File: src/rtl/nspi_frame_tx.sv
// nspi_frame_tx: multi-lane SPI (mode 0) transmitter with chip-select framing.
// A one-word holding register feeds a per-lane shifter, so the next word can be
// accepted while the current one shifts out. Words then stream back to back
// inside a frame. After FRAME_WORDS words, cs_n is raised for a latch interval
// and frame_done pulses once.
module nspi_frame_tx #(
  parameter int unsigned CHANNELS     = 3,
  parameter int unsigned WORD_WIDTH   = 8,
  parameter int unsigned CLK_DIV      = 1,
  parameter int unsigned MSB_FIRST    = 1,
  parameter int unsigned FRAME_WORDS  = 16,
  parameter int unsigned LATCH_CYCLES = 4
) (
  input  logic                           clk,
  input  logic                           rst,
  input  logic                           s_valid,
  output logic                           s_ready,
  input  logic [CHANNELS*WORD_WIDTH-1:0] s_data,
  output logic                           busy,
  output logic                           frame_done,
  output logic                           spi_clk,
  output logic                           spi_cs_n,
  output logic [CHANNELS-1:0]            spi_mosi
);

  localparam int unsigned DataW    = CHANNELS * WORD_WIDTH;
  // Counters are sized to hold the last value only. A minimum of 1 bit keeps
  // the degenerate parameter values (1) legal.
  localparam int unsigned HalfW    = (CLK_DIV > 1) ? $clog2(CLK_DIV) : 1;
  localparam int unsigned BitW     = (WORD_WIDTH > 1) ? $clog2(WORD_WIDTH) : 1;
  localparam int unsigned WordCntW = (FRAME_WORDS > 1) ? $clog2(FRAME_WORDS) : 1;
  localparam int unsigned LatchW   = (LATCH_CYCLES > 1) ? $clog2(LATCH_CYCLES) : 1;

  localparam logic [HalfW-1:0]    HalfLast  = HalfW'(CLK_DIV - 1);
  localparam logic [BitW-1:0]     BitLast   = BitW'(WORD_WIDTH - 1);
  localparam logic [WordCntW-1:0] WordLast  = WordCntW'(FRAME_WORDS - 1);
  localparam logic [LatchW-1:0]   LatchLast = LatchW'(LATCH_CYCLES - 1);

  typedef enum logic [2:0] {
    StIdle,
    StLow,
    StHigh,
    StStall,
    StLatch
  } state_e;

  state_e              state;
  logic                hold_full;
  logic [DataW-1:0]    hold_data;
  logic [DataW-1:0]    shreg;
  logic [DataW-1:0]    shreg_next;
  logic [HalfW-1:0]    half_cnt;
  logic [BitW-1:0]     bit_cnt;
  logic [WordCntW-1:0] word_cnt;
  logic [LatchW-1:0]   latch_cnt;

  logic accept;
  logic load;
  logic half_end;
  logic bit_last;
  logic word_last;
  logic latch_end;
  logic hold_full_d;
  logic idle_next;
  logic busy_d;

  // Bit currently presented by each lane: the word's leading end.
  function automatic logic [CHANNELS-1:0] lead_bits(input logic [DataW-1:0] d);
    logic [CHANNELS-1:0] r;
    r = '0;
    for (int i = 0; i < int'(CHANNELS); i++) begin
      if (MSB_FIRST != 0) begin
        r[i] = d[i*WORD_WIDTH + WORD_WIDTH - 1];
      end else begin
        r[i] = d[i*WORD_WIDTH];
      end
    end
    return r;
  endfunction

  // Move every lane's next bit into its leading position.
  function automatic logic [DataW-1:0] shift_lanes(input logic [DataW-1:0] d);
    logic [DataW-1:0]      r;
    logic [WORD_WIDTH-1:0] w;
    r = '0;
    for (int i = 0; i < int'(CHANNELS); i++) begin
      w = d[i*WORD_WIDTH +: WORD_WIDTH];
      if (MSB_FIRST != 0) begin
        r[i*WORD_WIDTH +: WORD_WIDTH] = w << 1;
      end else begin
        r[i*WORD_WIDTH +: WORD_WIDTH] = w >> 1;
      end
    end
    return r;
  endfunction

  assign accept     = s_valid & s_ready;
  assign half_end   = (half_cnt == HalfLast);
  assign bit_last   = (bit_cnt == BitLast);
  assign word_last  = (word_cnt == WordLast);
  assign latch_end  = (latch_cnt == LatchLast);
  assign shreg_next = shift_lanes(shreg);

  // Decide when the shifter takes the held word: from idle, out of a stall, or
  // seamlessly at the end of a non-final word.
  always_comb begin
    load = 1'b0;
    case (state)
      StIdle, StStall: load = hold_full;
      StHigh:          load = hold_full & half_end & bit_last & ~word_last;
      default:         load = 1'b0;
    endcase
  end

  // Next-cycle holding flag and busy.
  // accept and load never coincide: accept needs an empty holding register.
  always_comb begin
    hold_full_d = accept | (hold_full & ~load);
    idle_next   = ((state == StIdle) & ~hold_full) | ((state == StLatch) & latch_end);
    busy_d      = ~idle_next | hold_full_d;
  end

  // Holding register with registered ready and busy flags.
  always_ff @(posedge clk or posedge rst) begin
    if (rst) begin
      hold_full <= 1'b0;
      hold_data <= '0;
      s_ready   <= 1'b1;
      busy      <= 1'b0;
    end else begin
      hold_full <= hold_full_d;
      s_ready   <= ~hold_full_d;
      busy      <= busy_d;
      if (accept) begin
        hold_data <= s_data;
      end
    end
  end

  // Sequencer. Every SPI output is a register, written on the transition into
  // the state that defines it.
  always_ff @(posedge clk or posedge rst) begin
    if (rst) begin
      state      <= StIdle;
      shreg      <= '0;
      half_cnt   <= '0;
      bit_cnt    <= '0;
      word_cnt   <= '0;
      latch_cnt  <= '0;
      frame_done <= 1'b0;
      spi_clk    <= 1'b0;
      spi_cs_n   <= 1'b1;
      spi_mosi   <= '0;
    end else begin
      frame_done <= 1'b0;
      case (state)
        StIdle: begin
          if (hold_full) begin
            word_cnt <= '0;
          end
        end
        StLow: begin
          if (half_end) begin
            half_cnt <= '0;
            spi_clk  <= 1'b1;
            state    <= StHigh;
          end else begin
            half_cnt <= half_cnt + HalfW'(1);
          end
        end
        StHigh: begin
          if (!half_end) begin
            half_cnt <= half_cnt + HalfW'(1);
          end else begin
            half_cnt <= '0;
            spi_clk  <= 1'b0;
            if (!bit_last) begin
              bit_cnt  <= bit_cnt + BitW'(1);
              shreg    <= shreg_next;
              spi_mosi <= lead_bits(shreg_next);
              state    <= StLow;
            end else if (word_last) begin
              spi_cs_n   <= 1'b1;
              spi_mosi   <= '0;
              frame_done <= 1'b1;
              latch_cnt  <= '0;
              state      <= StLatch;
            end else begin
              // A pending word overrides this via the load path below.
              word_cnt <= word_cnt + WordCntW'(1);
              spi_mosi <= '0;
              state    <= StStall;
            end
          end
        end
        StStall: begin
          // Lines already parked; wait for the load path.
        end
        StLatch: begin
          if (latch_end) begin
            state <= StIdle;
          end else begin
            latch_cnt <= latch_cnt + LatchW'(1);
          end
        end
        default: begin
          state <= StIdle;
        end
      endcase

      // Shared word-load path; last assignment wins over the case above.
      if (load) begin
        shreg    <= hold_data;
        spi_mosi <= lead_bits(hold_data);
        spi_cs_n <= 1'b0;
        spi_clk  <= 1'b0;
        half_cnt <= '0;
        bit_cnt  <= '0;
        state    <= StLow;
      end
    end
  end

endmodule

File: config.mk
export PLATFORM = sky130hd
export DESIGN_NAME = nspi_frame_tx
export DESIGN_NICKNAME = d
export VERILOG_FILES = /design/src/rtl/nspi_frame_tx.sv
export SDC_FILE = /design/constraint.sdc
export NUM_CORES = 1
export LEC_CHECK = 0
export BUFFER_PORTS_ARGS = -buffer_cell sky130_fd_sc_hd__buf_2
export CORE_MARGIN = 2
export CORE_UTILIZATION = 38
export CTS_CLUSTER_SIZE = 24
export DETAILED_ROUTE_END_ITERATION = 10
export HOLD_SLACK_MARGIN = 0.03
export PLACE_DENSITY_LB_ADDON = 0.12
export SLEW_MARGIN = 15
export SYNTH_ARGS = -nofsm -noshare
export SYNTH_HDL_FRONTEND = slang
export SYNTH_SLANG_ARGS = --single-unit
export TNS_END_PERCENT = 1
File: constraint.sdc
create_clock -name clk -period 2.4 [get_ports clk]
set_input_delay 0.24 -clock clk [delete_from_list [all_inputs] [get_ports clk]]
set_output_delay 0.24 -clock clk [all_outputs]
set_load 0.01 [all_outputs]
# --- Word level (Yosys, flattened, before mapping) ---
# Cells that the tools add are included.
op_classes:
  n_eq_ne: 19
  mux: 46
  n_reduce_logical: 17
  n_bitwise: 16
  addsub: 4
op_table:
  columns: ["op", "n"]
  rows:
  - ["23-bit 2-to-1 mux", 4]
  - ["3-bit 2-to-1 mux", 14]
  - ["4-bit 2-to-1 mux", 4]
  - ["1-bit 2-to-1 mux", 15]
  - ["2-bit inequality test (second input constant)", 7]
  - ["3-bit case mux with 4 select lines", 1]
  - ["2-bit nonzero test", 6]
  - ["5-bit AND reduction", 2]
  - ["3-bit inequality test (second input constant)", 3]
  - ["2-bit 2-to-1 mux", 4]
  - ["4-bit case mux with 2 select lines", 1]
  - ["4-bit AND reduction", 2]
  - ["1-bit AND", 7]
  - ["3-bit by 2-bit == test with 1-bit output (second input constant)", 2]
  - ["3-bit == test (second input constant)", 2]
  - ["1-bit inverter", 6]
  - ["3-bit AND reduction", 2]
  - ["4-bit by 1-bit adder with 4-bit output (second input constant)", 1]
  - ["4-bit == test (second input constant)", 1]
  - ["2-bit by 1-bit inequality test with 1-bit output (second input constant)", 2]
  - ["1-bit case mux with 2 select lines", 2]
  - ["2-bit case mux with 2 select lines", 1]
  - ["2-bit OR reduction", 2]
  - ["3-bit by 1-bit adder with 3-bit output (second input constant)", 1]
  - ["8 further kinds", 10]
totals:
  input_bits: 27
  reg_bits: 69
  output_inout_bits: 8

# --- Longest topological paths before layout ---
logic_depth:
  word_depth: 9
  ltp_mapped: 7

# --- Least setup slack after synthesis ---
# No wires, ideal clock.
synth_path:
  kind: "register to register"
  start: "reg word_cnt[0]"
  end: "reg shreg[6]"
  slack_ps: 414
  setup_ps: 125
  t_arrival_ps: 1862
  stages_incl_launch_ff: 7
  t_required_ps: 2275
  synth_period_minus_slack_ps: 1986
  path_cell_list: "dfrtp_1 ha_1 nand3_1 nand3_1 a311oi_4 buf_6 mux2_2"
synth_via:
  elab_chain_len: 6
  word_cells_on_any_way: 9
  cone_classes: "eq/ne (3); mux (2); bitwise (2); reduce/logical (2)"
synth_rtl:
  columns: ["item", "line", "rtl"]
  rows:
  - ["from (decl)", "54", "logic [WordCntW-1:0] word_cnt;"]
  - ["from (signal assigned)", "190", "word_cnt <= word_cnt + WordCntW'(1);"]
  - ["4-bit == test *", "100", "assign word_last = (word_cnt == WordLast);"]
  - ["1-bit inverter *", "110", "StHigh: load = hold_full & half_end & bit_last & ~word_last;"]
  - ["1-bit AND *", "110", null]
  - ["1-bit case mux with 2 select lines *", "108", "case (state)"]
  - ["2-bit inequality test (no line), or another cell as far along", null, null]
  - ["3-bit AND reduction (no line)", null, null]
  - ["to (signal assigned)", "179", "shreg <= shreg_next;"]
  - ["to (signal assigned)", "213", "shreg <= hold_data;"]
  - ["to (decl)", "50", "logic [DataW-1:0] shreg;"]
# Mark *: on every way between the ends. The rest lies on a longest branch, timed or not.
# A chain may end at the register's enable or synchronous reset.

# --- Worst setup path in the final report ---
layout_path:
  start: "reg bit_cnt[0]"
  end: "reg shreg[12]"
layout_via:
  elab_chain_len: 6
  word_cells_on_any_way: 9
  cone_classes: "eq/ne (3); mux (2); bitwise (2); reduce/logical (2)"
layout_rtl:
  columns: ["item", "line", "rtl"]
  rows:
  - ["from (decl)", "53", "logic [BitW-1:0] bit_cnt;"]
  - ["from (signal assigned)", "178", "bit_cnt <= bit_cnt + BitW'(1);"]
  - ["3-bit == test *", "99", "assign bit_last = (bit_cnt == BitLast);"]
  - ["1-bit AND (2 in a row)", "110", null]
  - ["1-bit case mux with 2 select lines", "108", null]
  - ["2-bit inequality test (no line), or another cell as far along", null, null]
  - ["3-bit AND reduction (no line)", null, null]
# Marks and branches as above.

==> results.toml <==
[run_status]
outcome = "finished, final reports clean"

[timing]
setup_tns_ns = 0
rsz0062_at_grt = "false"
fin_worst_skew_ns = 0.00841
slew_headroom_pct = 76.8
timing.fmax_mhz = 498
timing.hold.ws_ns = 0.130
finalCriticalPeriod_ns = 2.01
finalMaxSlewViolations = 0
worst_pin_slew_ns = 0.348
fin_ws_ns = 0.391
hold_viol_final = 0
setup_viol = 0
min_period_over_period_pct = 83.7

[grt]
grt_pass1_vias = 1921
grt_pass1_wl_microns = 9180
grt_max_degree = 67
antenna_found_initial = 0
overflow = 0
track_usage_pct = 13.6

[critical_path]
cp.required_ns = 2.62
path_common_cell = "ha_1"
worstPathArrival_ns = 2.23
crit_buf_inv = 1
critical_path.slowest_cell = "dfrtp_1"
critPathKind = "reg2reg"
critPathMaxFanout = 28
slowest_delay_ns = 0.37
cp-start-kind = "flop"
crit_chain = "ha_1 > ha_1 > nand3_1 > a311oi_4 > buf_12 > mux2_2"
critPathTopFamily = "adder cells"
end_kind = "flop"

[pwr]
internal-power_mw = 3.01
p_leak_nw = 1.55
p_switching_mw = 1.29
p_per_area_nw_per_um2 = 1220
p_seq_share_pct = 43.7
pwr-share-comb_pct = 34.7
switching_share_pct = 29.9
irDropWorstVdd_mv = 0.443
clkPwrFrac_pct = 21.7

[die]
rows = 32
core_sq_um = 7690
die_width_microns = 92.7
num_io_pins = 35
dieArea_sq_um = 8600
start_util_pct = 38.9
die_y_microns = 92.7

[layout]
drive_gt1_share_pct = 46.9
final_nets = 303
syn2layout_area_growth_pct = 17.9
final_core_util_pct = 45.9
diodes = 0

[detailed_routing]
drt-total-wl_microns = 5100
route.detailed.drc = 0
drt-pass1-iter-count = 6
routed_via_density = 4.83
routedWlPerCell_microns = 13.4
ant_nets = 0
drt_iter0_markers = 91
vias = 1829

[cts]
cts_hold_buf = 1
clockRootBuffer = "clkbuf_8"
clkLatencyLatePin_ns = 0.33
cts_sinks = 66
path_clk_slew_ns = 0.08
cts_buffers = 9
clockBufferDepth = 2
cts_tree = "yes"
h-tree-depth = 3
post-cts-setup-buffers = 0
ctsResizeCount = 0

[logic_synthesis]
synth_top_area_share_pct = 53.5
synth_area_leaders = "dfrtp_1 (54%), mux2_2 (24%), dfstp_2 (1.8%), ha_1 (1.7%), mux2i_1 (1.7%)"
synth_area_leader_cell = "dfrtp_1"
synth_cells = 229
synth_common_cells = "dfrtp_1 (64), mux2_2 (64), nand2_1 (12)"
syn_avg_cell_area_sq_um = 13.1
yosysWarnings = 0
ys_seq_area_share_pct = 55.3
synth-edff-count = 0
ys.flop_type = "dfrtp_1"
async_flop_share_pct = 100
syn_area_sq_um = 2990
synth_fp_nets = 260
synth_seq_cells = 66
synth.distinct_cells = 31

[place]
dp_slack_ns = 0.394
port_buffers = 34
dp_hpwl_microns = 3330
finalWeightedCongestion = 0.807

[run]
maxCapViolations = 0

[worst_hold_path]
hp-class = "in2reg"
-- routing by layer --
metal	share of wire (%)	routed length [microns]	track usage [%]
met5	0	0	0
met4	1.6	80	7.35
met3	3.1	159	2.77
met2	47	2380	21.3
met1	49	2480	17.8
-- metrics by stage --
| stage | std cells | power [mW] | area [sq um] |
|---|---|---|---|
| 2_1_floorplan | 229 | 3.06 | 2990 |
| 3_3_place_gp | 362 | 3.39 | 3320 |
| 3_5_place_dp | 362 | 3.43 | 3320 |
| 4_1_cts | 379 | 4.38 | 3530 |
| 5_1_grt | 379 | 4.65 | 3530 |
| 6_report | 379 | 4.30 | 3530 |
-- flip-flops by register name (all words and copies together), names as in the netlist, 2 cells and up --
name and count:
hold_data 24, shreg 21, word_cnt 4, bit_cnt 3, spi_mosi 3, state 3
latch_cnt 2
-- area by class of cell --
class / count / area (sq um)
Clock buffer: 10 / 138
Clock inverter: 6 / 66.3
Fill cell: 737 / 4160
Inverter: 7 / 26.3
Multi-Input combinational cell: 144 / 1230
Sequential cell: 66 / 1650
Tap cell: 102 / 128
Timing Repair Buffer: 44 / 285
-- power groups by stage --
stage | Combinational, mW | Sequential [mW] | Clock [mW]
3_3_place_gp | 1.49 | 1.90 | 0
4_1_cts | 1.52 | 1.89 | 0.974
2_1_floorplan | 1.25 | 1.82 | 0
6_report | 1.49 | 1.88 | 0.932
5_1_grt | 1.68 | 1.95 | 1.02
3_5_place_dp | 1.52 | 1.91 | 0
-- cell families after synthesis --
| logic type | Yosys count | synth area share, % |
|---|---|---|
| AOI/OAI and AO/OA | 24 | 5.39 |
| xor gates and xnor gates | 1 | 0.293 |
| adders and majority gates | 4 | 1.67 |
| buffers and inverters | 19 | 3.55 |
| DFF | 66 | 55.3 |
| muxes | 69 | 25.8 |
| and+or+nand+nor | 46 | 8.07 |
-- layout by cell type (no fill, tap or decap), types with 2 or more instances in the layout --
| cell | n |
|---|---|
| buf_12 | 3 |
| o21ai_0 | 8 |
| mux2i_1 | 5 |
| nand2_1 | 12 |
| buf_2 | 34 |
| a22o_1 | 2 |
| nand4_1 | 2 |
| nor3b_1 | 3 |
| dfstp_2 | 2 |
| a21oi_1 | 8 |
| ha_1 | 4 |
| buf_4 | 6 |
| nand3_1 | 6 |
| nor3_1 | 3 |
| clkinvlp_4 | 3 |
| dfrtp_1 | 64 |
| nor2_1 | 9 |
| clkbuf_8 | 10 |
| inv_1 | 6 |
| a31oi_1 | 2 |
| mux2_2 | 64 |
| nor2b_1 | 6 |
-- final timing paths --
check	startpoint	slack, ns	end	cells past startpoint
max in group asynchronous	rst	1.56	s_ready	4
hold / removal	s_data[20]	0.13	hold_data[20]	2
setup reg to reg	bit_cnt[0]	0.39	shreg[12]	6
hold reg to reg	latch_cnt[0]	0.48	latch_cnt[0]	1
setup / recovery	bit_cnt[0]	0.39	shreg[12]	6
min in group asynchronous	rst	0.50	shreg[18]	4
No activity file was read; power rests on OpenSTA's default activity.
